`config.mk`:
```
export PLATFORM = sky130hd
export DESIGN_NAME = line_raster_stream_flat
export DESIGN_NICKNAME = d
export VERILOG_FILES = /design/src/rtl/raster_pkg.sv /design/src/rtl/line_raster_stream_if.sv /design/src/rtl/bresenham_step.sv /design/src/rtl/line_raster_stream.sv /design/src/flat_wrapper.sv
export SDC_FILE = /design/constraint.sdc
export NUM_CORES = 1
export LEC_CHECK = 0
export CORE_UTILIZATION = 30
export CTS_BUF_LIST = sky130_fd_sc_hd__clkbuf_2 sky130_fd_sc_hd__clkbuf_4 sky130_fd_sc_hd__clkbuf_8
export CTS_CLUSTER_SIZE = 40
export DETAILED_ROUTE_END_ITERATION = 8
export PLACE_DENSITY = 0.49
export SLEW_MARGIN = 20
export SYNTH_ARGS = -nofsm -noshare
export SYNTH_HDL_FRONTEND = slang
export SYNTH_SLANG_ARGS = --single-unit
export TNS_END_PERCENT = 50
```
`constraint.sdc`:
```
create_clock -name clk -period 6.75 [get_ports clk]
set_input_delay 0.675 -clock clk [delete_from_list [all_inputs] [get_ports clk]]
set_output_delay 0.675 -clock clk [all_outputs]
set_load 0.03 [all_outputs]
```
`src/rtl/raster_pkg.sv`:
```
// Shared widths and FSM state encoding for the line rasteriser.
package raster_pkg;

  localparam int unsigned COORD_W_DEF   = 8;
  localparam int unsigned GRID_LOG2_DEF = 6;
  localparam int unsigned DASH_LEN_DEF  = 4;

  typedef logic [1:0] state_t;

  localparam state_t IDLE = 2'd0;
  localparam state_t STEP = 2'd1;
  localparam state_t DONE = 2'd2;

endpackage

```
`src/rtl/line_raster_stream_if.sv`:
```
// Command and pixel-stream bundle of the line rasteriser.
interface line_raster_stream_if
  import raster_pkg::*;
#(
  parameter int unsigned COORD_W   = COORD_W_DEF,
  parameter int unsigned GRID_LOG2 = GRID_LOG2_DEF
);
  logic                 start;
  logic [COORD_W-1:0]   x0, y0, x1, y1;
  logic                 dash_en;
  logic                 cmd_ready;
  logic                 busy;
  logic                 pix_valid;
  logic                 pix_ready;
  logic [GRID_LOG2-1:0] pix_x, pix_y;
  logic                 pix_last;
  logic                 done;
  logic [GRID_LOG2:0]   pix_count;

  // Rasteriser side: takes commands, produces pixels.
  modport slave (
    input  start, x0, y0, x1, y1, dash_en, pix_ready,
    output cmd_ready, busy, pix_valid, pix_x, pix_y, pix_last, done, pix_count
  );

  // Client side: issues commands, consumes pixels.
  modport master (
    output start, x0, y0, x1, y1, dash_en, pix_ready,
    input  cmd_ready, busy, pix_valid, pix_x, pix_y, pix_last, done, pix_count
  );
endinterface

```
`src/rtl/bresenham_step.sv`:
```
// One Bresenham iteration: next position and error term from the current ones.
module bresenham_step
  import raster_pkg::*;
#(
  parameter int unsigned GRID_LOG2 = GRID_LOG2_DEF
) (
  input  logic [GRID_LOG2-1:0]        cur_x,
  input  logic [GRID_LOG2-1:0]        cur_y,
  input  logic [GRID_LOG2-1:0]        dx,
  input  logic [GRID_LOG2-1:0]        dy,
  input  logic                        sx_neg,
  input  logic                        sy_neg,
  input  logic signed [GRID_LOG2+1:0] err,
  output logic [GRID_LOG2-1:0]        nxt_x,
  output logic [GRID_LOG2-1:0]        nxt_y,
  output logic signed [GRID_LOG2+1:0] nxt_err
);
  localparam int unsigned EW  = GRID_LOG2 + 2;
  localparam int unsigned E2W = GRID_LOG2 + 3;

  logic signed [E2W-1:0] e2, dx_w, dy_w;
  logic signed [EW-1:0]  dx_e, dy_e;
  logic                  step_x, step_y;

  // Both axis decisions use the same e2, so diagonal moves update both in one go.
  always_comb begin
    e2     = {err, 1'b0};
    dx_w   = {3'b000, dx};
    dy_w   = {3'b000, dy};
    dx_e   = {2'b00, dx};
    dy_e   = {2'b00, dy};
    step_x = e2 > -dy_w;
    step_y = e2 < dx_w;
    nxt_err = err;
    nxt_x   = cur_x;
    nxt_y   = cur_y;
    if (step_x) begin
      nxt_err = nxt_err - dy_e;
      nxt_x   = sx_neg ? cur_x - GRID_LOG2'(1) : cur_x + GRID_LOG2'(1);
    end
    if (step_y) begin
      nxt_err = nxt_err + dx_e;
      nxt_y   = sy_neg ? cur_y - GRID_LOG2'(1) : cur_y + GRID_LOG2'(1);
    end
  end

endmodule

```
`src/rtl/line_raster_stream.sv`:
```
// Streams the pixels of a (optionally dashed) line over a valid/ready port.
module line_raster_stream
  import raster_pkg::*;
#(
  parameter int unsigned COORD_W   = COORD_W_DEF,
  parameter int unsigned GRID_LOG2 = GRID_LOG2_DEF,
  parameter int unsigned DASH_LEN  = DASH_LEN_DEF
) (
  input logic                 clk,
  input logic                 rst,
  line_raster_stream_if.slave bus
);
  localparam int unsigned EW  = GRID_LOG2 + 2;
  localparam int unsigned CW  = GRID_LOG2 + 1;
  localparam int unsigned DCW = $clog2(2 * DASH_LEN);
  localparam logic [DCW-1:0] DASH_ON   = DCW'(DASH_LEN);
  localparam logic [DCW-1:0] DASH_WRAP = DCW'(2 * DASH_LEN - 1);

  state_t               state_q, state_n;
  logic [GRID_LOG2-1:0] cur_x_q, cur_x_n, cur_y_q, cur_y_n;
  logic [GRID_LOG2-1:0] end_x_q, end_x_n, end_y_q, end_y_n;
  logic [GRID_LOG2-1:0] dx_q, dx_n, dy_q, dy_n;
  logic                 sx_neg_q, sx_neg_n, sy_neg_q, sy_neg_n;
  logic                 dash_en_q, dash_en_n;
  logic signed [EW-1:0] err_q, err_n;
  logic [DCW-1:0]       dash_q, dash_n;
  logic [CW-1:0]        count_q, count_n;
  logic                 valid_q, valid_n, last_q, last_n;
  logic                 done_q, done_n, busy_q, busy_n, ready_q, ready_n;

  logic [GRID_LOG2-1:0] step_x, step_y;
  logic signed [EW-1:0] step_err;
  logic [GRID_LOG2-1:0] x0m, y0m, x1m, y1m;
  logic                 hs, at_end, visible_n;
  logic                 unused_hi;

  // Coordinates wrap onto the canvas; upper input bits are intentionally dropped.
  assign x0m = bus.x0[GRID_LOG2-1:0];
  assign y0m = bus.y0[GRID_LOG2-1:0];
  assign x1m = bus.x1[GRID_LOG2-1:0];
  assign y1m = bus.y1[GRID_LOG2-1:0];
  assign unused_hi = ^{bus.x0[COORD_W-1:GRID_LOG2], bus.y0[COORD_W-1:GRID_LOG2],
                       bus.x1[COORD_W-1:GRID_LOG2], bus.y1[COORD_W-1:GRID_LOG2]};

  bresenham_step #(.GRID_LOG2(GRID_LOG2)) u_step (
    .cur_x  (cur_x_q),
    .cur_y  (cur_y_q),
    .dx     (dx_q),
    .dy     (dy_q),
    .sx_neg (sx_neg_q),
    .sy_neg (sy_neg_q),
    .err    (err_q),
    .nxt_x  (step_x),
    .nxt_y  (step_y),
    .nxt_err(step_err)
  );

  // Next state; port flags are derived from next values so every output is a flop.
  always_comb begin
    state_n   = state_q;
    cur_x_n   = cur_x_q;
    cur_y_n   = cur_y_q;
    end_x_n   = end_x_q;
    end_y_n   = end_y_q;
    dx_n      = dx_q;
    dy_n      = dy_q;
    sx_neg_n  = sx_neg_q;
    sy_neg_n  = sy_neg_q;
    dash_en_n = dash_en_q;
    err_n     = err_q;
    dash_n    = dash_q;
    count_n   = count_q;
    hs        = valid_q & bus.pix_ready;
    at_end    = (cur_x_q == end_x_q) && (cur_y_q == end_y_q);

    case (state_q)
      IDLE: begin
        if (bus.start) begin
          cur_x_n   = x0m;
          cur_y_n   = y0m;
          end_x_n   = x1m;
          end_y_n   = y1m;
          dx_n      = (x1m > x0m) ? x1m - x0m : x0m - x1m;
          dy_n      = (y1m > y0m) ? y1m - y0m : y0m - y1m;
          sx_neg_n  = !(x1m > x0m);
          sy_neg_n  = !(y1m > y0m);
          err_n     = $signed({2'b00, dx_n}) - $signed({2'b00, dy_n});
          dash_en_n = bus.dash_en;
          dash_n    = '0;
          count_n   = '0;
          state_n   = STEP;
        end
      end
      STEP: begin
        // Hidden dash pixels never wait for the consumer.
        if (hs || !valid_q) begin
          if (hs) count_n = count_q + CW'(1);
          if (at_end) begin
            state_n = DONE;
          end else begin
            cur_x_n = step_x;
            cur_y_n = step_y;
            err_n   = step_err;
            dash_n  = (dash_q == DASH_WRAP) ? '0 : dash_q + DCW'(1);
          end
        end
      end
      DONE:    state_n = IDLE;
      default: state_n = IDLE;
    endcase

    last_n    = (state_n == STEP) && (cur_x_n == end_x_n) && (cur_y_n == end_y_n);
    visible_n = !dash_en_n || (dash_n < DASH_ON) || last_n;
    valid_n   = (state_n == STEP) && visible_n;
    done_n    = (state_n == DONE);
    busy_n    = (state_n != IDLE);
    ready_n   = (state_n == IDLE);
  end

  always_ff @(posedge clk or posedge rst) begin
    if (rst) begin
      state_q   <= IDLE;
      cur_x_q   <= '0;
      cur_y_q   <= '0;
      end_x_q   <= '0;
      end_y_q   <= '0;
      dx_q      <= '0;
      dy_q      <= '0;
      sx_neg_q  <= 1'b0;
      sy_neg_q  <= 1'b0;
      dash_en_q <= 1'b0;
      err_q     <= '0;
      dash_q    <= '0;
      count_q   <= '0;
      valid_q   <= 1'b0;
      last_q    <= 1'b0;
      done_q    <= 1'b0;
      busy_q    <= 1'b0;
      ready_q   <= 1'b1;
    end else begin
      state_q   <= state_n;
      cur_x_q   <= cur_x_n;
      cur_y_q   <= cur_y_n;
      end_x_q   <= end_x_n;
      end_y_q   <= end_y_n;
      dx_q      <= dx_n;
      dy_q      <= dy_n;
      sx_neg_q  <= sx_neg_n;
      sy_neg_q  <= sy_neg_n;
      dash_en_q <= dash_en_n;
      err_q     <= err_n;
      dash_q    <= dash_n;
      count_q   <= count_n;
      valid_q   <= valid_n;
      last_q    <= last_n;
      done_q    <= done_n;
      busy_q    <= busy_n;
      ready_q   <= ready_n;
    end
  end

  assign bus.cmd_ready = ready_q;
  assign bus.busy      = busy_q;
  assign bus.pix_valid = valid_q;
  assign bus.pix_x     = cur_x_q;
  assign bus.pix_y     = cur_y_q;
  assign bus.pix_last  = last_q;
  assign bus.done      = done_q;
  assign bus.pix_count = count_q;

endmodule

```
`src/flat_wrapper.sv`:
```
// flat-port wrapper written by rule: the top's interface ports become plain ports
module line_raster_stream_flat import raster_pkg::*;
#(
  parameter int unsigned COORD_W   = COORD_W_DEF,
  parameter int unsigned GRID_LOG2 = GRID_LOG2_DEF,
  parameter int unsigned DASH_LEN  = DASH_LEN_DEF
)
  (clk, rst, bus_start, bus_x0, bus_y0, bus_x1, bus_y1, bus_dash_en, bus_pix_ready, bus_cmd_ready, bus_busy, bus_pix_valid, bus_pix_x, bus_pix_y, bus_pix_last, bus_done, bus_pix_count);
  line_raster_stream_if #(.COORD_W(COORD_W), .GRID_LOG2(GRID_LOG2)) bus_i ();
  input logic clk;
  input logic rst;
  input wire logic [$bits(bus_i.start)-1:0] bus_start;
  input wire logic [$bits(bus_i.x0)-1:0] bus_x0;
  input wire logic [$bits(bus_i.y0)-1:0] bus_y0;
  input wire logic [$bits(bus_i.x1)-1:0] bus_x1;
  input wire logic [$bits(bus_i.y1)-1:0] bus_y1;
  input wire logic [$bits(bus_i.dash_en)-1:0] bus_dash_en;
  input wire logic [$bits(bus_i.pix_ready)-1:0] bus_pix_ready;
  output wire logic [$bits(bus_i.cmd_ready)-1:0] bus_cmd_ready;
  output wire logic [$bits(bus_i.busy)-1:0] bus_busy;
  output wire logic [$bits(bus_i.pix_valid)-1:0] bus_pix_valid;
  output wire logic [$bits(bus_i.pix_x)-1:0] bus_pix_x;
  output wire logic [$bits(bus_i.pix_y)-1:0] bus_pix_y;
  output wire logic [$bits(bus_i.pix_last)-1:0] bus_pix_last;
  output wire logic [$bits(bus_i.done)-1:0] bus_done;
  output wire logic [$bits(bus_i.pix_count)-1:0] bus_pix_count;
  assign bus_i.start = bus_start;
  assign bus_i.x0 = bus_x0;
  assign bus_i.y0 = bus_y0;
  assign bus_i.x1 = bus_x1;
  assign bus_i.y1 = bus_y1;
  assign bus_i.dash_en = bus_dash_en;
  assign bus_i.pix_ready = bus_pix_ready;
  assign bus_cmd_ready = bus_i.cmd_ready;
  assign bus_busy = bus_i.busy;
  assign bus_pix_valid = bus_i.pix_valid;
  assign bus_pix_x = bus_i.pix_x;
  assign bus_pix_y = bus_i.pix_y;
  assign bus_pix_last = bus_i.pix_last;
  assign bus_done = bus_i.done;
  assign bus_pix_count = bus_i.pix_count;
  line_raster_stream #(.COORD_W(COORD_W), .GRID_LOG2(GRID_LOG2), .DASH_LEN(DASH_LEN)) u_core (.clk(clk), .rst(rst), .bus(bus_i));
endmodule
```
==> results of run 1 <==
-- tightest hold or removal path, cell delays in order, from the launching register on --
cell	delay (ns)
dfrtp_1	0.33
nand2_1	0.04
nand2_1	0.08
-- per-layer routing --
metal  share of wire (%)  vias up  track usage [%]
met2                  49       89             30.0
li1                    -     2456                -
met4                 2.0        0             6.28
met5                   0        -                0
met1                  46     2376             22.1
met3                 2.7       22             1.96
-- flip-flops by register name (all words and copies together), names as in the netlist --
name,count
u_core.end_y_q,6
u_core.err_q,8
u_core.bus.cmd_ready,1
u_core.end_x_q,6
u_core.dy_q,6
u_core.bus.pix_last,1
u_core.bus.done,1
u_core.bus.pix_y,6
u_core.dash_en_q,1
u_core.bus.busy,1
u_core.bus.pix_count,7
u_core.dash_q,3
u_core.bus.pix_x,6
u_core.sx_neg_q,1
u_core.sy_neg_q,1
u_core.dx_q,6
u_core.bus.pix_valid,1
u_core.state_q,2
-- cell type report --
type / count / area share [%]
Clock inverter: 4 / 0.660
Timing Repair Buffer: 58 / 8.29
Multi-Input combinational cell: 517 / 57.0
Tap cell: 260 / 4.77
Sequential cell: 64 / 23.5
Inverter: 65 / 3.58
Clock buffer: 12 / 2.24
-- worst min path at each step --
| stage | from | to |
|---|---|---|
| 3_5_place_dp | u_core.dash_en_q | u_core.dash_en_q |
| 4_1_cts | u_core.dash_en_q | u_core.dash_en_q |
| 6_report | u_core.dash_en_q | u_core.dash_en_q |
| 3_3_place_gp | u_core.dash_en_q | u_core.dash_en_q |
| 2_1_floorplan | u_core.dash_en_q | u_core.dash_en_q |
| 5_1_grt | u_core.dash_en_q | u_core.dash_en_q |
-- power groups by stage --
stage	logic, mW	registers, mW	clock network, mW
CTS	1.95	0.689	0.362
floorplan	1.37	0.737	0
detailed placement	1.94	0.696	0
global placement	1.90	0.692	0
finish	1.94	0.685	0.353
global route	2.16	0.711	0.376
-- logic make-up after synthesis --
family | count (synthesis) | share of synthesized area, %
AOI/OAI and AO/OA | 165 | 19.0
xor gates and xnor gates | 55 | 8.35
adders and majority gates | 74 | 16.9
buffers and inverters | 87 | 6.45
DFF | 64 | 27.3
muxes | 26 | 4.63
and+or+nand+nor | 197 | 17.2
-- placed cells by master, fill, tap and decap left out, types with 3 or more instances in the layout --
master | netlist | layout
clkdlybuf4s50_1 | 0 | 52
a2111oi_0 | 3 | 3
clkbuf_8 | 0 | 10
mux2_2 | 9 | 9
nor2_1 | 49 | 49
o21a_1 | 6 | 6
nand4_1 | 3 | 3
clkinv_2 | 0 | 3
fa_1 | 9 | 9
and4_1 | 3 | 3
xor2_1 | 10 | 10
ha_1 | 65 | 65
a211o_1 | 3 | 3
or2_2 | 3 | 3
mux2i_1 | 17 | 17
o21ai_0 | 42 | 42
o21bai_1 | 7 | 7
dfrtp_1 | 63 | 63
nand2b_1 | 7 | 7
nor4_1 | 11 | 11
o31ai_1 | 8 | 8
a31oi_1 | 6 | 6
o22ai_1 | 8 | 8
nand2_1 | 63 | 63
xnor2_1 | 44 | 44
a21o_1 | 13 | 13
nor2b_1 | 8 | 8
nor3_1 | 11 | 11
or3_1 | 6 | 6
a21oi_1 | 33 | 33
nand3_1 | 12 | 12
o211ai_1 | 5 | 5
inv_1 | 64 | 63
o221ai_1 | 3 | 3
buf_4 | 2 | 6
a211oi_1 | 6 | 6
==> flow_metrics.py, run 1 <==
metrics = {
    "synthesis": {
        "syn-cell-area_mm2": 0.00586,
        "synth.avg_cell_area_um2": 8.78,
        "synth_top_cell_by_area": "dfrtp_1",
        "synth_flop_cell": "dfrtp_1",
        "ys_ff_latch": 64,
        "yosysTopAreaCellShare_pct": 26.9,
        "ys_top_cells_by_count": "ha_1, inv_1, dfrtp_1, nand2_1, nor2_1",
        "synth_edf_count": 0,
        "synthArstFlopShare_pct": 100,
        "synthCells": 668,
        "yosysUniqueCellTypes": 76,
        "ys_warn_count": 0,
        "seq_area_frac_synth_pct": 27.3,
        "syn_nets": 779,
        "synth_area_leaders": "dfrtp_1, ha_1, xnor2_1",
        "synth.most_common_cell": "ha_1",
    },
    "pwr": {
        "p_int_mw": 1.56,
        "comb_power_share_pct": 65.1,
        "share_clk_of_total_power_pct": 11.8,
        "p_switching_mw": 1.42,
        "power.density_mw_per_mm2": 436,
        "p_sw_share_pct": 47.6,
        "p_seq_share_pct": 23.0,
        "p_leak_nw": 3.08,
        "total_power_mw": 2.98,
        "ir_drop_mv": 0.173,
    },
    "placement": {
        "post-place-ws_ns": 1.90,
        "place_inst": 964,
        "post-dp-hpwl_mm": 13.0,
        "dpl_cell_area_mm2": 0.00663,
        "globalplace.congestion": 0.876,
        "io_buffer_count": 52,
    },
    "critical_path": {
        "cp-endpoint": "u_core.err_q[7]",
        "cp.arrival_ns": 4.93,
        "crit_cells": 20,
        "worst-path-max-fanout": 13,
        "critical_path_class": "flip-flop to flip-flop",
        "cp_top_family": "simple AND/OR/NAND/NOR gates",
        "cp-start-kind": "flip-flop",
        "cpMostUsedCell": "a21oi_1",
        "slowest_delay_ns": 0.42,
        "crit_chain": "nor3_1 -> nand3_1 -> xnor2_1 -> ha_1 -> nand2_1 -> or3_1 -> a21oi_1 -> buf_4 -> or2_2 -> mux2_2 -> ha_1 -> a21o_1 -> a21oi_1 -> o21bai_1 -> a21oi_1 -> o21ai_0 -> nand3_1 -> xnor2_1 -> o21ai_0 -> o2bb2ai_1",
        "slowest_stage": "dfrtp_1",
        "r2r_slack_ns": 2.06,
        "crit_start": "u_core.dy_q[2]",
        "rr_worst_depth": 20,
        "worstReg2RegStart": "u_core.dy_q[2]",
        "cp.required_ns": 6.99,
        "rr_endpoint": "u_core.err_q[7]",
        "cp-end-kind": "flip-flop",
        "crit_buf_inv": 1,
    },
    "clocking": {
        "hold_buffers": 0,
        "postCtsSetupBuffers": 0,
        "cts_resized": 0,
        "cts_buffers": 9,
        "cts_max_level": 3,
        "clock_latency_ns": 0.37,
        "path_clk_slew_ns": 0.07,
        "cts_tree": "built",
        "cts_root_buffer": "clkbuf_8",
        "cts.sinks": 64,
        "cts.path.max_buffers": 2,
    },
    "final_layout": {
        "final_core_util_pct": 36.0,
        "register_area_mm2": 0.00160,
        "n_fill_cell": 1973,
        "drive_above_1_share_pct": 7.78,
        "finalInstanceArea_mm2": 0.00682,
        "syn_to_final_growth_pct": 16.4,
        "multi_input_area_mm2": 0.00389,
        "n_antenna_cell": 0,
        "nNetsFinal": 826,
        "fin_cells": 980,
    },
    "sta": {
        "holdWs_ns": 0.494,
        "fin_crit_sh_pct": 69.4,
        "rsz0062_at_grt": "no",
        "finalHoldViolCount": 0,
        "setup_viol": 0,
        "worstMarginPinSlew_ns": 0.884,
        "fin_crit_ns": 4.69,
        "setup_ws_ns": 2.06,
        "timing.fmax_ghz": 0.213,
        "fin_skew_ns": 0.0122,
        "slew_headroom_pct": 41.0,
        "setup_tns_ns": 0,
        "drv_slew": 0,
    },
    "grt": {
        "grt_max_degree": 65,
        "antenna_found_initial": 0,
        "grt_first_pass_wirelength_mm": 26.6,
        "grt.total_usage_pct": 17.3,
        "gr-total-overflow": 0,
        "grt_pass1_vias": 4941,
    },
    "floorplan": {
        "initial_core_util_pct": 30.9,
        "die_width_um": 142,
        "coreArea_mm2": 0.0190,
        "ios": 61,
        "die_area_mm2": 0.0201,
        "rows": 50,
        "die_height_um": 142,
    },
    "flow_run": {
        "maxCapViolations": 0,
    },
    "outcome": {
        "status": "finished clean",
    },
    "worst_hold_path": {
        "hold_class": "flip-flop to flip-flop",
        "hold_path_depth": 2,
    },
    "detailed_routing": {
        "routed_via_density": 5.04,
        "drt_pass1_iterations": 5,
        "drt-initial-drc-count": 262,
        "antenna_left": 0,
        "vias": 4943,
        "drc": 0,
        "drt-wirelength-per-cell_um": 16.9,
        "wirelength_mm": 16.6,
    },
}
Power figures use the tool's default switching activity.
==> inputs of run 2 (changes only) <==
Clock period 6.75 ns to 4.36 ns, I/O delays scaled along.
==> run 2 against run 1 <==
  * Combinational power grew 63%
  * Maximum frequency grew 16%
  * Core utilization rose by 0.81 points
  * First-iteration DRC count fell by 6.1%
  * Setup slack got worse by 1.7 ns
  * Worst hold slack got worse by 0.015 ns
  * Critical endpoint is now u_core.err_q[6]
  * Largest cell class unchanged
==> flow_metrics.py, run 2 (synthesis results as in run 1) <==
metrics = {
    "detailed_routing": {
        "routed_via_density": 5.09,
        "vias": 5071,
        "drt_pass1_iterations": 4,
        "antenna_left": 0,
        "drc": 0,
        "drt-initial-drc-count": 246,
        "wirelength_mm": 17.0,
        "drt-wirelength-per-cell_um": 17.0,
    },
    "critical_path": {
        "crit_start": "u_core.dy_q[0]",
        "cp.arrival_ns": 4.27,
        "cp.required_ns": 4.60,
        "cp-start-kind": "flip-flop",
        "worstReg2RegStart": "u_core.dy_q[0]",
        "critical_path_class": "flip-flop to flip-flop",
        "worst-path-max-fanout": 6,
        "cp-end-kind": "flip-flop",
    },
    "pwr": {
        "total_power_mw": 4.75,
        "p_int_mw": 2.47,
        "p_sw_share_pct": 48.0,
        "power.density_mw_per_mm2": 681,
        "p_switching_mw": 2.28,
        "p_seq_share_pct": 22.1,
        "p_leak_nw": 3.15,
        "comb_power_share_pct": 66.6,
        "ir_drop_mv": 0.346,
        "share_clk_of_total_power_pct": 11.3,
    },
    "grt": {
        "grt_max_degree": 42,
        "grt_pass1_vias": 5187,
        "gr-total-overflow": 0,
        "grt.total_usage_pct": 17.8,
        "antenna_found_initial": 0,
        "grt_first_pass_wirelength_mm": 27.5,
    },
    "sta": {
        "fin_crit_ns": 4.03,
        "timing.fmax_ghz": 0.248,
        "fin_crit_sh_pct": 92.5,
        "drv_slew": 0,
        "setup_tns_ns": 0,
        "fin_skew_ns": 0.0131,
        "slew_headroom_pct": 40.6,
        "finalHoldViolCount": 0,
        "setup_viol": 0,
        "rsz0062_at_grt": "no",
        "worstMarginPinSlew_ns": 0.890,
    },
    "outcome": {
        "status": "finished clean",
    },
    "final_layout": {
        "largest_register_ffs": 8,
        "nNetsFinal": 843,
        "fin_cells": 997,
        "largest_register": "u_core.err_q",
        "final_core_util_pct": 36.8,
        "most-common-layout-cells": "ha_1, inv_1, nand2_1, dfrtp_1, clkdlybuf4s50_1",
        "register_area_mm2": 0.00160,
        "n_antenna_cell": 0,
        "finalInstanceArea_mm2": 0.00698,
        "n_fill_cell": 1936,
        "multi_input_area_mm2": 0.00391,
        "final_common_cell": "ha_1",
        "syn_to_final_growth_pct": 19.0,
        "drive_above_1_share_pct": 10.7,
    },
    "floorplan": {
        "initial_core_util_pct": 30.9,
        "die_height_um": 142,
        "ios": 61,
        "die_width_um": 142,
        "die_area_mm2": 0.0201,
        "rows": 50,
        "coreArea_mm2": 0.0190,
    },
    "clocking": {
        "path_clk_slew_ns": 0.08,
        "cts_tree": "built",
        "cts.path.max_buffers": 2,
        "cts_root_buffer": "clkbuf_8",
        "cts.sinks": 64,
        "hold_buffers": 0,
        "clock_latency_ns": 0.37,
        "cts_max_level": 3,
        "cts_buffers": 9,
    },
    "worst_hold_path": {
        "hold_class": "flip-flop to flip-flop",
        "worstHoldStart": "u_core.dash_en_q",
    },
    "placement": {
        "dpl_cell_area_mm2": 0.00675,
        "io_buffer_count": 52,
        "globalplace.congestion": 0.872,
        "place_inst": 981,
        "post-dp-hpwl_mm": 13.5,
    },
    "flow_run": {
        "maxCapViolations": 0,
    },
}
run 2: area by class of cell:
type | count | area share [%]
clock buffers | 9 | 1.78
well taps | 260 | 4.66
inverters | 65 | 3.50
clock inverters | 7 | 1.04
multi-input cells | 517 | 56.1
repair buffers | 75 | 9.94
flip-flops and latches | 64 | 23.0
run 2: power groups by stage:
stage          clock network (mW)  logic [mW]  registers [mW]
3_3_place_gp                    0        3.02            1.06
4_1_cts                     0.548        3.11            1.05
2_1_floorplan                   0        2.13            1.14
3_5_place_dp                    0        3.09            1.06
5_1_grt                     0.578        3.52            1.09
6_report                    0.535        3.16            1.05
run 2: path summary, 6_finish.rpt:
check	end	slack (ns)	cells after the start
worst max-delay path	u_core.err_q[6]	0.33	20
worst min-delay path	u_core.dash_en_q	0.48	2
worst max register to register	u_core.err_q[6]	0.33	20
worst min register to register	u_core.dash_en_q	0.48	2
max in group asynchronous	u_core.dy_q[0]	2.87	3
min in group asynchronous	u_core.bus.pix_count[6]	0.58	2
run 2: what timing repair did:
item	CTS	global route
endpoints found under the setup margin	0	3
resized for setup	0	9
buffers inserted	0	0
run 2: metrics by stage:
stage	hold slack, ns	setup WS [ns]
floorplan	0.441	0.352
global placement	0.465	0.0256
detailed placement	0.467	-0.0536
CTS	0.488	0.103
global route	0.518	0.0249
finish	0.480	0.328
run 2: critical path, cell delays in order, from the launching register on:
cell and delay [ns]:
dfrtp_2 0.44, inv_1 0.07, ha_1 0.18, nand2_1 0.11
nor2_1 0.14, xnor2_1 0.08, ha_1 0.29, nand2_1 0.06
or3_1 0.39, a21oi_2 0.16, or2_4 0.16, mux2_2 0.38
fa_1 0.45, a21oi_2 0.14, nor2_1 0.06, o21a_1 0.18
o21ai_0 0.15, a21oi_1 0.11, xor2_1 0.15, a21oi_1 0.14
o21ai_0 0.08
run 2: metal layers:
metal	vias to the layer above	part of all wire (%)	track usage (%)
li1	2492	-	-
met1	2468	46	22.4
met2	81	49	30.7
met3	30	2.8	2.29
met4	0	2.5	7.07
met5	-	0	0
